<file path="config.mk">
export PLATFORM = sky130hd
export DESIGN_NAME = iob_sio_hdx
export DESIGN_NICKNAME = d
export VERILOG_FILES = /design/src/rtl/iob_sio_hdx.sv
export SDC_FILE = /design/constraint.sdc
export NUM_CORES = 1
export LEC_CHECK = 0
export ABC_AREA = 1
export BUFFER_PORTS_ARGS = -buffer_cell sky130_fd_sc_hd__buf_2
export CORE_AREA = 2 2 117 119
export DETAILED_ROUTE_END_ITERATION = 12
export DIE_AREA = 0 0 119 121
export PLACE_DENSITY = 0.57
export SKIP_CTS_REPAIR_TIMING = 1
export SYNTH_ARGS = -nofsm -noshare
export SYNTH_HDL_FRONTEND = slang
export SYNTH_SLANG_ARGS = --single-unit
</file>
<file path="constraint.sdc">
create_clock -name clk -period 3.25 [get_ports clk]
set_clock_uncertainty 0.05 [all_clocks]
set_input_delay 0.4875 -clock clk [delete_from_list [all_inputs] [get_ports clk]]
set_output_delay 0.4875 -clock clk [all_outputs]
set_load 0.01 [all_outputs]
</file>
<file path="src/rtl/iob_sio_hdx.sv">
// Half-duplex single-wire UART-style transceiver on the core side of a 3-state pad.
// Direction turnaround (driven-high preamble, post-TX blind guard) is sequenced internally.
module iob_sio_hdx #(
    parameter int DATA_W = 8,
    parameter int DIV_W  = 16,
    parameter int TA_CYC = 2
) (
    input  logic              clk,
    input  logic              rst_n,
    input  logic [DIV_W-1:0]  div,
    input  logic [DATA_W-1:0] tx_data,
    input  logic              tx_valid,
    output logic              tx_ready,
    output logic [DATA_W-1:0] rx_data,
    output logic              rx_valid,
    input  logic              rx_ready,
    output logic              rx_err,
    output logic              rx_ovr,
    output logic              busy,
    output logic              pad_i,
    output logic              pad_t,
    input  logic              pad_o
);

    localparam int BIT_W = $clog2(DATA_W + 2);
    localparam logic [DIV_W-1:0] DIV_MIN     = DIV_W'(4);
    localparam logic [DIV_W-1:0] TA_LAST     = DIV_W'(TA_CYC - 1);
    localparam logic [BIT_W-1:0] BIT_STOP_RX = BIT_W'(DATA_W);
    localparam logic [BIT_W-1:0] BIT_STOP_TX = BIT_W'(DATA_W + 1);

    typedef enum logic [2:0] {
        IDLE     = 3'd0,
        TX_TA    = 3'd1,
        TX_BITS  = 3'd2,
        TX_GUARD = 3'd3,
        RX_START = 3'd4,
        RX_BITS  = 3'd5
    } state_t;

    function automatic logic [DIV_W-1:0] clamp_div(input logic [DIV_W-1:0] d);
        logic [DIV_W-1:0] r;
        if (d < DIV_MIN) begin
            r = DIV_MIN;
        end else begin
            r = d;
        end
        return r;
    endfunction

    // Line level for TX frame slot idx: 0 = start, 1..DATA_W = data LSB first, then stop.
    function automatic logic tx_bit_val(input logic [BIT_W-1:0] idx, input logic [DATA_W-1:0] data);
        logic v;
        v = 1'b1;
        if (idx == '0) begin
            v = 1'b0;
        end else begin
            for (int i = 0; i < DATA_W; i++) begin
                if (idx == BIT_W'(i + 1)) begin
                    v = data[i];
                end else begin
                    v = v;
                end
            end
        end
        return v;
    endfunction

    state_t            state_q, state_d;
    logic [DIV_W-1:0]  cnt_q, cnt_d;
    logic [BIT_W-1:0]  bit_q, bit_d;
    logic [DIV_W-1:0]  div_q, div_d;
    logic [DATA_W-1:0] tx_buf_q, tx_buf_d;
    logic [DATA_W-1:0] rx_shift_q, rx_shift_d;
    logic [DATA_W-1:0] rx_data_q, rx_data_d;
    logic              rx_valid_q, rx_valid_d;
    logic              rx_err_q, rx_err_d;
    logic              rx_ovr_q, rx_ovr_d;
    logic              tx_ready_q, tx_ready_d;
    logic              busy_q, busy_d;
    logic              pad_t_q, pad_t_d;
    logic              pad_i_q, pad_i_d;
    logic              sync1_q, sync1_d;
    logic              sync2_q, sync2_d;
    logic              line_prev_q, line_prev_d;

    logic              fall_s;
    logic              fall_next_s;
    logic [DIV_W-1:0]  div_last_s;
    logic [DIV_W-1:0]  half_last_s;

    assign fall_s      = line_prev_q & ~sync2_q;
    // The edge IDLE will see next cycle is already visible in the synchronizer chain.
    assign fall_next_s = sync2_q & ~sync1_q;
    assign div_last_s  = div_q - DIV_W'(1);
    assign half_last_s = (div_q >> 1) - DIV_W'(1);

    // Next-state, datapath and registered-output computation.
    always_comb begin
        state_d     = state_q;
        cnt_d       = cnt_q;
        bit_d       = bit_q;
        div_d       = div_q;
        tx_buf_d    = tx_buf_q;
        rx_shift_d  = rx_shift_q;
        rx_data_d   = rx_data_q;
        rx_err_d    = 1'b0;
        rx_ovr_d    = 1'b0;
        sync1_d     = pad_o;
        sync2_d     = sync1_q;
        line_prev_d = sync2_q;

        if (rx_valid_q && rx_ready) begin
            rx_valid_d = 1'b0;
        end else begin
            rx_valid_d = rx_valid_q;
        end

        case (state_q)
            IDLE: begin
                if (fall_s) begin
                    state_d = RX_START;
                    cnt_d   = '0;
                    div_d   = clamp_div(div);
                end else if (tx_valid && tx_ready_q) begin
                    state_d  = TX_TA;
                    cnt_d    = '0;
                    tx_buf_d = tx_data;
                    div_d    = clamp_div(div);
                end else begin
                    state_d = IDLE;
                end
            end
            TX_TA: begin
                if (cnt_q == TA_LAST) begin
                    state_d = TX_BITS;
                    cnt_d   = '0;
                    bit_d   = '0;
                end else begin
                    cnt_d = cnt_q + DIV_W'(1);
                end
            end
            TX_BITS: begin
                if (cnt_q == div_last_s) begin
                    cnt_d = '0;
                    if (bit_q == BIT_STOP_TX) begin
                        state_d = TX_GUARD;
                    end else begin
                        bit_d = bit_q + BIT_W'(1);
                    end
                end else begin
                    cnt_d = cnt_q + DIV_W'(1);
                end
            end
            TX_GUARD: begin
                if (cnt_q == TA_LAST) begin
                    state_d = IDLE;
                    cnt_d   = '0;
                end else begin
                    cnt_d = cnt_q + DIV_W'(1);
                end
            end
            RX_START: begin
                if (cnt_q == half_last_s) begin
                    cnt_d = '0;
                    bit_d = '0;
                    if (sync2_q) begin
                        state_d = IDLE;
                    end else begin
                        state_d = RX_BITS;
                    end
                end else begin
                    cnt_d = cnt_q + DIV_W'(1);
                end
            end
            RX_BITS: begin
                if (cnt_q == div_last_s) begin
                    cnt_d = '0;
                    if (bit_q == BIT_STOP_RX) begin
                        state_d = IDLE;
                        // A consumer draining the old byte this cycle frees the slot for the new one.
                        if (!sync2_q) begin
                            rx_err_d = 1'b1;
                        end else if (!rx_valid_q || rx_ready) begin
                            rx_data_d  = rx_shift_q;
                            rx_valid_d = 1'b1;
                        end else begin
                            rx_ovr_d = 1'b1;
                        end
                    end else begin
                        rx_shift_d = {sync2_q, rx_shift_q[DATA_W-1:1]};
                        bit_d      = bit_q + BIT_W'(1);
                    end
                end else begin
                    cnt_d = cnt_q + DIV_W'(1);
                end
            end
            default: begin
                state_d = IDLE;
                cnt_d   = '0;
            end
        endcase

        pad_t_d    = !((state_d == TX_TA) || (state_d == TX_BITS));
        busy_d     = (state_d != IDLE);
        tx_ready_d = (state_d == IDLE) && !fall_next_s;
        if (state_d == TX_BITS) begin
            pad_i_d = tx_bit_val(bit_d, tx_buf_d);
        end else begin
            pad_i_d = 1'b1;
        end
    end

    // State and output registers; reset releases the pad immediately.
    always_ff @(posedge clk or negedge rst_n) begin
        if (!rst_n) begin
            state_q     <= IDLE;
            cnt_q       <= '0;
            bit_q       <= '0;
            div_q       <= DIV_MIN;
            tx_buf_q    <= '0;
            rx_shift_q  <= '0;
            rx_data_q   <= '0;
            rx_valid_q  <= 1'b0;
            rx_err_q    <= 1'b0;
            rx_ovr_q    <= 1'b0;
            tx_ready_q  <= 1'b1;
            busy_q      <= 1'b0;
            pad_t_q     <= 1'b1;
            pad_i_q     <= 1'b1;
            sync1_q     <= 1'b1;
            sync2_q     <= 1'b1;
            line_prev_q <= 1'b1;
        end else begin
            state_q     <= state_d;
            cnt_q       <= cnt_d;
            bit_q       <= bit_d;
            div_q       <= div_d;
            tx_buf_q    <= tx_buf_d;
            rx_shift_q  <= rx_shift_d;
            rx_data_q   <= rx_data_d;
            rx_valid_q  <= rx_valid_d;
            rx_err_q    <= rx_err_d;
            rx_ovr_q    <= rx_ovr_d;
            tx_ready_q  <= tx_ready_d;
            busy_q      <= busy_d;
            pad_t_q     <= pad_t_d;
            pad_i_q     <= pad_i_d;
            sync1_q     <= sync1_d;
            sync2_q     <= sync2_d;
            line_prev_q <= line_prev_d;
        end
    end

    assign tx_ready = tx_ready_q;
    assign rx_data  = rx_data_q;
    assign rx_valid = rx_valid_q;
    assign rx_err   = rx_err_q;
    assign rx_ovr   = rx_ovr_q;
    assign busy     = busy_q;
    assign pad_i    = pad_i_q;
    assign pad_t    = pad_t_q;

endmodule
</file>
Word-level counts from Yosys, hierarchy flattened
Index checks and enable logic that the tools add are counted.
{"block": "op_classes", "add_sub_neg": 4, "magnitude_cmp": 1, "eq_ne": 21, "mux": 55, "bitwise_logic": 5, "n_reduce_logical": 18}
{"op": "$mux 16", "count": 8}
{"op": "$pmux 16 s4", "count": 1}
{"op": "$eq 16x16->1", "count": 2}
{"op": "$mux 3", "count": 9}
{"op": "$mux 1", "count": 26}
{"op": "$mux 4", "count": 6}
{"op": "$mux 8", "count": 3}
{"op": "$pmux 3 s6", "count": 1}
{"op": "$add 16x1->16 const B", "count": 1}
{"op": "$eq 16x1->1 const B", "count": 1}
{"op": "$eq 4x3->1 const B", "count": 4}
{"op": "$lt 16x3->1 const B", "count": 1}
{"op": "$pmux 4 s4", "count": 1}
{"op": "$sub 15x1->16 const B", "count": 1}
{"op": "$sub 16x1->16 const B", "count": 1}
{"op": "$eq 4x4->1 const B", "count": 3}
{"op": "$eq 3x2->1 const B", "count": 3}
{"op": "$eq 4x2->1 const B", "count": 2}
{"op": "$eq 3x1->1 const B", "count": 2}
{"op": "$eq 3x3->1 const B", "count": 2}
{"op": "$logic_not 3->1", "count": 2}
{"op": "$reduce_and 5->1", "count": 1}
{"op": "$add 4x1->4 const B", "count": 1}
{"op": "$eq 4x1->1 const B", "count": 1}
{"op": "12 further kinds", "count": 21}
{"block": "totals", "reg_bits": 73, "inputBits": 29, "elab_cells": 121}

Depth between registers and ports, before layout
Gate-level depths: netlist (run 1).
{"block": "logic_depth", "word_depth": 15, "ltp_mapped": 24}

Worst setup path before layout (run 1)
No wires, ideal clock.
{"block": "synth_timing", "path_type": "flip-flop to flip-flop", "from": "reg div_q[2]", "to": "reg rx_data_q[0], in the netlist rx_data[0]", "setup_ps": 125, "arrival_ps": 2443, "required_ps": 3075, "slack_ps": 632, "path_stages_with_launch": 17, "path_buffers": 1, "synth_period_minus_slack_ps": 2618, "cell_sequence": "dfstp_2 > inv_1 > ha_1 > inv_1 > nor2_1 > nand2_1 > nor2_1 > nor2_1 > nand2_1 > nor2_1 > nand3_1 > nor2_4 > and2_4 > nand4_2 > or2_1 > buf_6 > mux2_4"}
{"block": "synth_between", "elab_chain_cells": 3}
{"item": "start, declared", "line": "71", "rtl": "logic [DIV_W-1:0] div_q, div_d;"}
{"item": "start signal, assigned", "line": "237", "rtl": "div_q <= div_d;"}
{"item": "$sub 16x1->16", "line": "94", "rtl": "assign div_last_s = div_q - DIV_W'(1);"}
{"item": "$eq 16x16->1", "line": "176", "rtl": "if (cnt_q == div_last_s) begin"}
{"item": "$reduce_and 5->1 (no line)"}
{"item": "end signal, assigned", "line": "240", "rtl": "rx_data_q <= rx_data_d;"}
{"item": "end, declared", "line": "74", "rtl": "logic [DATA_W-1:0] rx_data_q, rx_data_d;"}
No other way between the ends.
A chain may end at the register's enable or synchronous reset.

Worst setup path in the final report (run 1)
{"block": "layout_timing", "from": "reg div_q[1]", "to": "reg pad_i_q, in the netlist pad_i"}
{"block": "layout_between", "word_cells_on_any_way": 32, "classes_between": "add/sub (2); eq/ne (11); mux (18); reduce/logical (1)"}
{"item": "$sub 16x1->16 / $sub 15x1->16 (equally long branches)", "line": "94, 95"}
{"item": "$eq 16x16->1, on equally long branches", "line": "143, 176, 163"}
{"item": "$mux 3, on equally long branches", "line": "176, 143, 163"}
{"item": "$pmux 3 s6 (*)", "line": "118", "rtl": "case (state_q)"}
{"item": "named net state_d[0]", "line": "68", "rtl": "state_t state_q, state_d;"}
{"item": "$eq 3x2->1 (*)", "line": "206", "rtl": "if (state_d == TX_BITS) begin"}
{"item": "$mux 1 (*)", "line": "206"}
{"item": "named net pad_i_d", "line": "81", "rtl": "logic pad_i_q, pad_i_d;"}
{"item": "end signal, assigned", "line": "247", "rtl": "pad_i_q <= pad_i_d;"}
{"item": "end, declared", "line": "81"}
Mark *: on every way through the listed nets, which the timed path passes. The rest lies on a longest branch.

==> summary.txt, run 1 <==
Timing
  • Worst relative slew slack: 34.8%
  • Max-slew violations: 0
  • Worst-margin pin slew: 0.978 ns
  • RSZ-0062 raised after global routing: no
  • Final min period: 2.91 ns
  • Fin crit share: 89.6%
  • TNS Setup: 0 ns
  • Setup ws final: 0.337 ns
  • Final Hold Viols: 0
  • Max Fclk: 343 MHz
  • Final number of setup-violating endpoints: 0

Place
  • Place WS: 0.304 ns
  • Port Buf Inserts: 43
  • Post-DP HPWL: 11100 µm
  • Placed cell area: 5540 µm²
  • RePlAce Congestion: 0.946

Power and ir drop
  • P_sw: 0.445 mW
  • Leak pwr: 2.82 nW
  • Maximum VDD drop: 0.253 mV
  • PD cells: 339 nW/µm²
  • Reg power frac: 46.6%
  • Power share of the clock group: 50.8%
  • Net Sw Frac: 22.5%
  • Internal power: 1.53 mW
  • Comb power frac: 2.6%

Cells and area
  • Layout cell share with drive strength beyond 1: 16.0%
  • Commonest cells after routing, fill and taps aside: nand2_1, inv_1, nand3_1, dfrtp_1, nor2_1
  • Growth of design area from synthesis to finish: 13.3%
  • Final instance area: 5830 µm²
  • Nets@finish: 804
  • Most common cell after layout, fill and taps aside: nand2_1
  • Filler cell count: 1369
  • Antenna cells: 0

GRT
  • Tot GR Track Use: 20.8%
  • Initial antenna violation count: 0
  • Largest net degree at the start of global routing: 74
  • Vias in the first global route: 4618
  • First-pass GRT wire length: 23300 µm
  • GRT overflow: 0

Floorplanning
  • Core area: 13100 µm²
  • Die width: 119 µm
  • IO Count: 44
  • Die height: 121 µm
  • # rows: 42
  • Die area: 14400 µm²
  • Initial Util: 39.3%

Logic synthesis
  • Synth Instances: 725
  • Number of synthesized flops with an enable pin: 0
  • Mapped cell area: 5150 µm²
  • Asr flop ratio synth: 100%
  • Synth Flop Type: dfrtp_1
  • Synth Net Count: 761
  • Post-synth cell types: 45
  • Yosys warnings: 0
  • Seq cells post-synth: 73
  • Sequential share of the synthesized area: 35.7%
  • Syn Area/Cell: 7.10 µm²

Route
  • Total number of vias: 4792
  • Drt wl/cell: 14.9 µm
  • Detail-routed via count per cell: 5.05
  • DRC viols: 0
  • Initial DRC count: 419
  • Antenna-violating nets left: 0
  • DRT Pass-1 Iters: 5
  • Post-Route WL: 14100 µm

Critical path
  • Startpoint Class: register
  • Worst Reg-to-Reg Cells: 20
  • Reg-to-reg endpoint: pad_i
  • Crit Reg-Reg Startpoint: div_q[1]
  • CP arrival: 3.14 ns
  • Crit end category: register
  • Worst setup path class: reg2reg
  • Crit path max fanout: 6
  • WP data required: 3.48 ns
  • Reg2Reg Setup Slack: 0.34 ns

Clocking
  • Worst skew pair latency: 0.35 ns
  • CTS tree: yes
  • Clk sink count: 73
  • H-tree lvl count: 3
  • Num CTS Buffers: 9
  • Clock root cell: clkbuf_16
  • Clock Pin Slew Worst Setup and Hold Paths: 0.06 ns
  • Worst-case clock buffer depth: 2

Worst hold path
  • Worst Hold Path EP: sync1_q
  • Hold WC Path Type: in2reg
  • Worst Hold Path Cells: 1
  • Min-delay src: pad_o

Run
  • MaxCap Viol Count: 0

Outcome
  • Status: finished, final reports clean
-- critical path, cell delays in order (launching register included) --
cell,delay [ns]
dfrtp_1,0.37
inv_1,0.16
ha_1,0.24
inv_1,0.10
nor2_1,0.14
nand2_1,0.13
nand2_1,0.08
nand2_1,0.05
nor2_1,0.08
nand2_1,0.05
nor2_1,0.11
nand3_1,0.13
nor2_4,0.14
and2_4,0.18
nand2_1,0.07
nand2_1,0.09
nand4_1,0.15
nor2_1,0.21
nand3_1,0.12
a21oi_2,0.11
nand2_1,0.07
-- synth_stat cells (9+ instances only) --
cell	instances	area (µm²)
o21ai_1	10	50.1
o21ai_0	29	145
o22ai_1	12	75.1
inv_1	92	345
nor2_4	10	113
nand3b_1	9	67.6
nor2_1	54	203
xor2_1	29	254
dfrtp_1	66	1650
a21oi_1	10	50.1
nand2_2	9	56.3
nand2_1	208	781
nand4_1	10	62.6
xnor2_1	9	78.8
nor3_1	11	55.1
nand3_1	72	360
-- state kept, by name, indices dropped and copies added, names as in the netlist, 3 cells and up --
signal      count
bit_q           4
tx_buf_q        8
state_q         3
cnt_q          16
rx_data         8
div_q          16
rx_shift_q      8
-- cell type report --
class	count	area (µm²)	area share (%)
Inverter	100	375	6.44
Clock inverter	6	66.3	1.14
Multi-Input combinational cell	535	2840	48.8
Tap cell	176	220	3.78
Clock buffer	10	229	3.93
Sequential cell	73	1840	31.5
Timing Repair Buffer	49	263	4.50
-- power groups by stage --
| stage | Combinational (mW) | Sequential [mW] | Clock (mW) |
|---|---|---|---|
| 6_report | 0.0515 | 0.921 | 1.00 |
| 5_1_grt | 0.0596 | 0.921 | 1.07 |
| 4_1_cts | 0.0534 | 0.921 | 1.03 |
| 3_5_place_dp | 0.0533 | 0.937 | 0 |
| 3_3_place_gp | 0.0524 | 0.937 | 0 |
| 2_1_floorplan | 0.00634 | 0.939 | 0 |
-- worst max-delay path by stage --
| stage | slack [ns] | start | end | cells after the start |
|---|---|---|---|---|
| after floorplan | 0.63 | div_q[2] | rx_data[0] | 16 |
| after global placement | 0.34 | div_q[0] | pad_i | 18 |
| after detailed placement | 0.30 | div_q[1] | pad_i | 18 |
| after CTS | 0.29 | div_q[1] | pad_i | 18 |
| after global routing | 0.01 | div_q[1] | pad_i | 23 |
| final | 0.34 | div_q[1] | pad_i | 20 |
-- per-layer routing --
metal  GRT usage, %  part of all wire, %
met1           29.2                   49
met2           31.7                   44
met3           4.18                  5.5
met4           7.37                  1.4
met5              0                    0
-- cells by family (layout without fill, tap and decap cells) --
kind of cell    count (synthesis)  after routing  synth area share [%]
flops                          73             73                  35.7
fa+ha+maj                       7              7                  1.70
buf+inv                       117            165                  9.14
simple gates                  416            416                  38.7
xor+xnor                       38             38                  6.47
compound gates                 73             73                  8.07
mux                             1              1                 0.292
-- through the flow --
step | total power [mW] | utilization (%) | cells | hold WS [ns]
final | 1.98 | 44.6 | 949 | 0.194
after global routing | 2.05 | 44.6 | 949 | 0.181
after CTS | 2.01 | 44.6 | 949 | 0.178
after detailed placement | 0.990 | 42.3 | 933 | 0.312
after global placement | 0.989 | 42.3 | 933 | 0.312
after floorplan | 0.945 | - | 725 | 0.142
No activity file was read; power rests on OpenSTA's default activity.
==> run 2, diff against run 1 <==
Settings changed: CORE_AREA 2 2 117 119 to 2 2 99 140, DIE_AREA 0 0 119 121 to 0 0 101 142.
==> run 2 against run 1 <==
Compared with the run above:
- hold slack got worse by 0.00057 ns
- register-to-register slack got worse by 0.02 ns
- count of clock-buffer cells in the layout fell by 1
- combinational power barely moved
- worst setup slack got worse by 0.025 ns
- utilization fell by 0.26 points
- wire length rose by 4.2%
- critical path depth did not move
- sequential share of layout area rose by 0.061 points
- sequential cell count did not move
==> summary.txt, run 2 (synthesis results as in run 1) <==
Cells and area
  • Filler cell count: 1429
  • Most common cell after layout, fill and taps aside: nand2_1
  • Largest registers: cnt_q (16), div_q (16)
  • Commonest cells after routing, fill and taps aside: nand2_1, inv_1, nand3_1, dfrtp_1, nor2_1
  • Layout cell share with drive strength beyond 1: 16.5%
  • Fin util: 44.3%
  • Nets@finish: 806
  • Growth of design area from synthesis to finish: 13.1%
  • Antenna cells: 0

Route
  • Antenna-violating nets left: 0
  • Uppermost layer routed: met4
  • Total number of vias: 4896
  • M1 WL: 5730 µm
  • DRT Pass-1 Iters: 5
  • Met2 wire len: 7730 µm
  • Detail-routed via count per cell: 5.26
  • Post-Route WL: 14700 µm
  • Drt wl/cell: 15.8 µm
  • Initial DRC count: 294
  • DRC viols: 0
  • Met3 wire len: 536 µm

GRT
  • Initial antenna violation count: 0
  • Largest net degree at the start of global routing: 74
  • First-pass GRT wire length: 24100 µm
  • Tot GR Track Use: 21.7%
  • GRT overflow: 0
  • Vias in the first global route: 4918

Critical path
  • Worst Reg-to-Reg Cells: 20
  • Reg-to-reg endpoint: pad_i
  • CP arrival: 3.16 ns
  • Startpoint Class: register
  • Reg2Reg Setup Slack: 0.31 ns
  • Worst setup path class: reg2reg
  • WP data required: 3.47 ns
  • Crit end category: register
  • Worst Setup EP: pad_i
  • Crit path max fanout: 8
  • Crit Reg-Reg Startpoint: div_q[2]
  • CP startpoint: div_q[2]

Floorplanning
  • Die height: 142 µm
  • IO Count: 44
  • Die width: 101 µm
  • Initial Util: 39.2%
  • Core area: 13100 µm²
  • # rows: 50
  • Die area: 14300 µm²

Timing
  • Max-slew violations: 0
  • Worst relative slew slack: 35.0%
  • RSZ-0062 raised after global routing: no
  • Final Hold Viols: 0
  • TNS Setup: 0 ns
  • Final number of setup-violating endpoints: 0
  • Worst-margin pin slew: 0.974 ns
  • Hold slack: 0.194 ns
  • Fin crit share: 90.4%
  • Final min period: 2.94 ns
  • Max Fclk: 340 MHz

Power and ir drop
  • Net Sw Frac: 24.8%
  • Power share of the clock group: 50.1%
  • Internal power: 1.47 mW
  • P_sw: 0.484 mW
  • Maximum VDD drop: 0.187 mV
  • Comb power frac: 2.7%
  • Reg power frac: 47.2%
  • Leak pwr: 2.84 nW
  • PD cells: 335 nW/µm²

Place
  • Post-DP HPWL: 11600 µm
  • RePlAce Congestion: 1.00
  • Port Buf Inserts: 43

Clocking
  • CTS tree: yes
  • H-tree lvl count: 3
  • Clock Pin Slew Worst Setup and Hold Paths: 0.06 ns
  • Worst-case clock buffer depth: 2
  • Num CTS Buffers: 9
  • Clock root cell: clkbuf_16
  • Worst skew pair latency: 0.34 ns
  • Clk sink count: 73

Worst hold path
  • Hold WC Path Type: in2reg
  • Min-delay src: pad_o
  • Worst Hold Path Cells: 1

Run
  • MaxCap Viol Count: 0

Outcome
  • Status: finished, final reports clean
run 2: routing by layer:
layer,up-vias,track usage [%]
li1,2421,-
met1,2306,23.7
met2,128,39.5
met3,41,2.95
met4,0,12.6
met5,-,0
run 2: worst min path at each step:
stage,to,slack [ns]
final,sync1_q,0.19
after global routing,sync1_q,0.18
after CTS,sync1_q,0.19
after detailed placement,line_prev_d,0.31
after global placement,line_prev_d,0.31
after floorplan,bit_q[0],0.14
run 2: worst max-delay path: stages, from the launching register on:
cell     delay, ns
dfstp_2       0.57
inv_1         0.08
ha_1          0.23
nand2_1       0.22
nor2_8        0.09
nand2_1       0.06
nand2_1       0.06
a21oi_1       0.20
nand3_1       0.16
nor2_4        0.18
nand2_2       0.11
nand2_1       0.10
nand3_1       0.08
nand2_1       0.13
nor2_4        0.07
nand2_2       0.09
nand2_1       0.06
nand3_1       0.08
nand2_1       0.06
a21oi_2       0.12
nand2_1       0.07
run 2: final cells by class:
class | instances | area (µm²) | share of cell area (%)
flip-flops and latches | 73 | 1840 | 31.5
repair buffers | 51 | 278 | 4.77
inverters | 100 | 375 | 6.45
clock buffers | 9 | 225 | 3.87
clock inverters | 7 | 61.3 | 1.05
multi-input cells | 535 | 2850 | 49.0
well taps | 156 | 195 | 3.35
run 2: per-stage QoR:
step / worst slack, ns / instances / power (mW) / instance area, µm²
4_1_cts: 0.184 / 931 / 1.97 / 5810
5_1_grt: 0.00137 / 931 / 2.02 / 5820
6_report: 0.312 / 931 / 1.95 / 5820
3_3_place_gp: 0.150 / 915 / 0.990 / 5530
2_1_floorplan: 0.632 / 725 / 0.945 / 5150
3_5_place_dp: 0.208 / 915 / 0.991 / 5530
run 2: power by group through the flow:
stage / registers, mW / clock network [mW] / logic [mW]
2_1_floorplan: 0.939 / 0 / 0.00634
6_report: 0.920 / 0.977 / 0.0517
3_3_place_gp: 0.937 / 0 / 0.0533
3_5_place_dp: 0.937 / 0 / 0.0540
4_1_cts: 0.920 / 1.00 / 0.0540
5_1_grt: 0.920 / 1.04 / 0.0598
==> run 3, diff against run 2 <==
Settings changed: BUFFER_PORTS_ARGS -buffer_cell sky130_fd_sc_hd__buf_2 to not set, DONT_BUFFER_PORTS set to 1, PLACE_DENSITY 0.57 to 0.55.
Clock period 3.25 ns to 3.5 ns, I/O delays scaled along.
==> run 3 against run 2 <==
Compared with the run above:
- global-route usage is 0.28 points lower
- highest routed layer unchanged
- wire length is 0.99% lower
- final cell count is 4.7% lower
- critical path type unchanged
- design area is 3.2% lower
- critical endpoint is now rx_data[0]
- worst setup slack better by 0.11 ns
- register-to-register slack better by 0.11 ns
- sequential power is 6.8% lower
- non-clock buffer count is 44 lower
- utilization is 1.4 points lower
==> summary.txt, run 3 (synthesis results as in run 1) <==
Route
  • Drt wl/cell: 16.4 µm
  • Total number of vias: 4676
  • DRC viols: 0
  • Antenna-violating nets left: 0
  • DRT Pass-1 Iters: 4
  • Detail-routed via count per cell: 5.27
  • Post-Route WL: 14600 µm
  • Initial DRC count: 217

Critical path
  • Family with the most delay on the worst path: simple AND/OR/NAND/NOR gates
  • Crit end category: register
  • Startpoint Class: register
  • CP arrival: 3.25 ns
  • Max stage delay on crit path: 0.43 ns
  • Reg-to-reg endpoint: rx_data[0]
  • Slowest library cell on the worst path: or2_1
  • Reg2Reg Setup Slack: 0.42 ns
  • WP data required: 3.67 ns
  • Crit path max fanout: 15
  • Cells along the critical path: inv_1 > ha_1 > nand2_4 > nor2_1 > nand2_1 > nand2_1 > nand3_1 > nor2_1 > nand2_1 > nor2_4 > and2_4 > nand4_2 > or2_1 > mux2_4
  • Worst setup path class: reg2reg
  • CP most frequent cell: nand2_1
  • Sum of buffers and inverters on the critical path: 1
  • Worst Reg-to-Reg Cells: 14
  • Crit Reg-Reg Startpoint: div_q[1]

Clocking
  • H-tree lvl count: 3
  • Num CTS Buffers: 9
  • Clock Pin Slew Worst Setup and Hold Paths: 0.07 ns
  • Worst-case clock buffer depth: 2
  • Clk sink count: 73
  • Worst skew pair latency: 0.34 ns
  • Clock root cell: clkbuf_16
  • CTS tree: yes

Floorplanning
  • Initial Util: 39.2%
  • IO Count: 44
  • Die area: 14300 µm²
  • Die width: 101 µm
  • Die height: 142 µm
  • # rows: 50
  • Core area: 13100 µm²

Power and ir drop
  • Internal power: 1.44 mW
  • Maximum VDD drop: 0.349 mV
  • Reg power frac: 45.7%
  • Power share of the clock group: 52.8%
  • P_sw: 0.437 mW
  • Leak pwr: 2.68 nW
  • PD cells: 333 nW/µm²
  • Comb power frac: 1.6%
  • Net Sw Frac: 23.3%

Cells and area
  • Largest registers: cnt_q (16), div_q (16)
  • Growth of design area from synthesis to finish: 9.46%
  • Register area: 1840 µm²
  • Multi-input gate area: 2840 µm²
  • Fin util: 42.9%
  • Nets@finish: 762
  • Layout cell share with drive strength beyond 1: 11.1%
  • Most common cell after layout, fill and taps aside: nand2_1
  • Antenna cells: 0
  • Commonest cells after routing, fill and taps aside: nand2_1, inv_1, nand3_1, dfrtp_1, nor2_1
  • Filler cell count: 1359

Place
  • Port Buf Inserts: 0
  • Post-DP HPWL: 11200 µm
  • RePlAce Congestion: 0.923

Timing
  • Final number of setup-violating endpoints: 0
  • Final min period: 3.08 ns
  • Fin crit share: 88.0%
  • Worst relative slew slack: 37.5%
  • Max-slew violations: 0
  • Final Hold Viols: 0
  • RSZ-0062 raised after global routing: no
  • Max Fclk: 325 MHz
  • Worst-margin pin slew: 0.930 ns
  • TNS Setup: 0 ns

GRT
  • Initial antenna violation count: 0
  • GRT overflow: 0
  • Vias in the first global route: 4851
  • Tot GR Track Use: 21.4%
  • Largest net degree at the start of global routing: 74
  • First-pass GRT wire length: 23900 µm

Outcome
  • Status: finished, final reports clean

Run
  • MaxCap Viol Count: 0

Worst hold path
  • Hold WC Path Type: in2async
==> run 3: worst max-delay path by stage <==
stage                         from          to  depth (start not counted)
after floorplan           div_q[2]  rx_data[0]                         16
after global placement    div_q[0]  rx_data[0]                         14
after detailed placement  div_q[1]  rx_data[0]                         14
after CTS                 div_q[1]  rx_data[0]                         14
after global routing      div_q[1]  rx_data[0]                         16
final                     div_q[1]  rx_data[0]                         14
==> run 3: layer usage <==
| layer | vias up | part of all wire [%] | track usage, % |
|---|---|---|---|
| met5 | - | 0 | 0 |
| met4 | 0 | 3.5 | 9.74 |
| met3 | 28 | 3.1 | 2.95 |
| met2 | 83 | 55 | 39.6 |
| met1 | 2233 | 39 | 24.0 |
| li1 | 2332 | - | - |
==> run 3: power groups by stage <==
stage / Sequential, mW / Combinational, mW / Clock (mW)
global route: 0.858 / 0.0350 / 1.05
CTS: 0.858 / 0.00821 / 1.01
global placement: 0.873 / 0.00813 / 0
detailed placement: 0.873 / 0.00814 / 0
floorplan: 0.872 / 0.00589 / 0
finish: 0.857 / 0.0293 / 0.990
==> run 3: area by class of cell <==
type / instances / share of cell area [%]
Clock inverter: 6 / 1.29
Timing Repair Buffer: 7 / 1.33
Sequential cell: 73 / 32.6
Clock buffer: 10 / 4.24
Multi-Input combinational cell: 535 / 50.4
Tap cell: 156 / 3.46
Inverter: 100 / 6.66
==> run 3: worst register-to-register path: stages (launching register included) <==
cell and delay, ns:
dfrtp_1 0.38, inv_1 0.16, ha_1 0.37, nand2_4 0.15, nor2_1 0.12, nand2_1 0.06, nand2_1 0.10, nand3_1 0.12
nor2_1 0.13, nand2_1 0.09, nor2_4 0.15, and2_4 0.19, nand4_2 0.09, or2_1 0.43, mux2_4 0.37
==> run 3: metrics by stage <==
stage | instance area [µm²] | cells | hold WS, ns | setup slack [ns] | total power [mW]
after global routing | 5630 | 887 | 0.0475 | 0.170 | 1.94
final | 5630 | 887 | 0.0217 | 0.419 | 1.88
after CTS | 5600 | 885 | -0.180 | 0.439 | 1.88
after detailed placement | 5290 | 869 | 0.181 | 0.453 | 0.881
after floorplan | 5150 | 725 | 0.179 | 0.882 | 0.878
after global placement | 5290 | 869 | 0.182 | 0.550 | 0.881
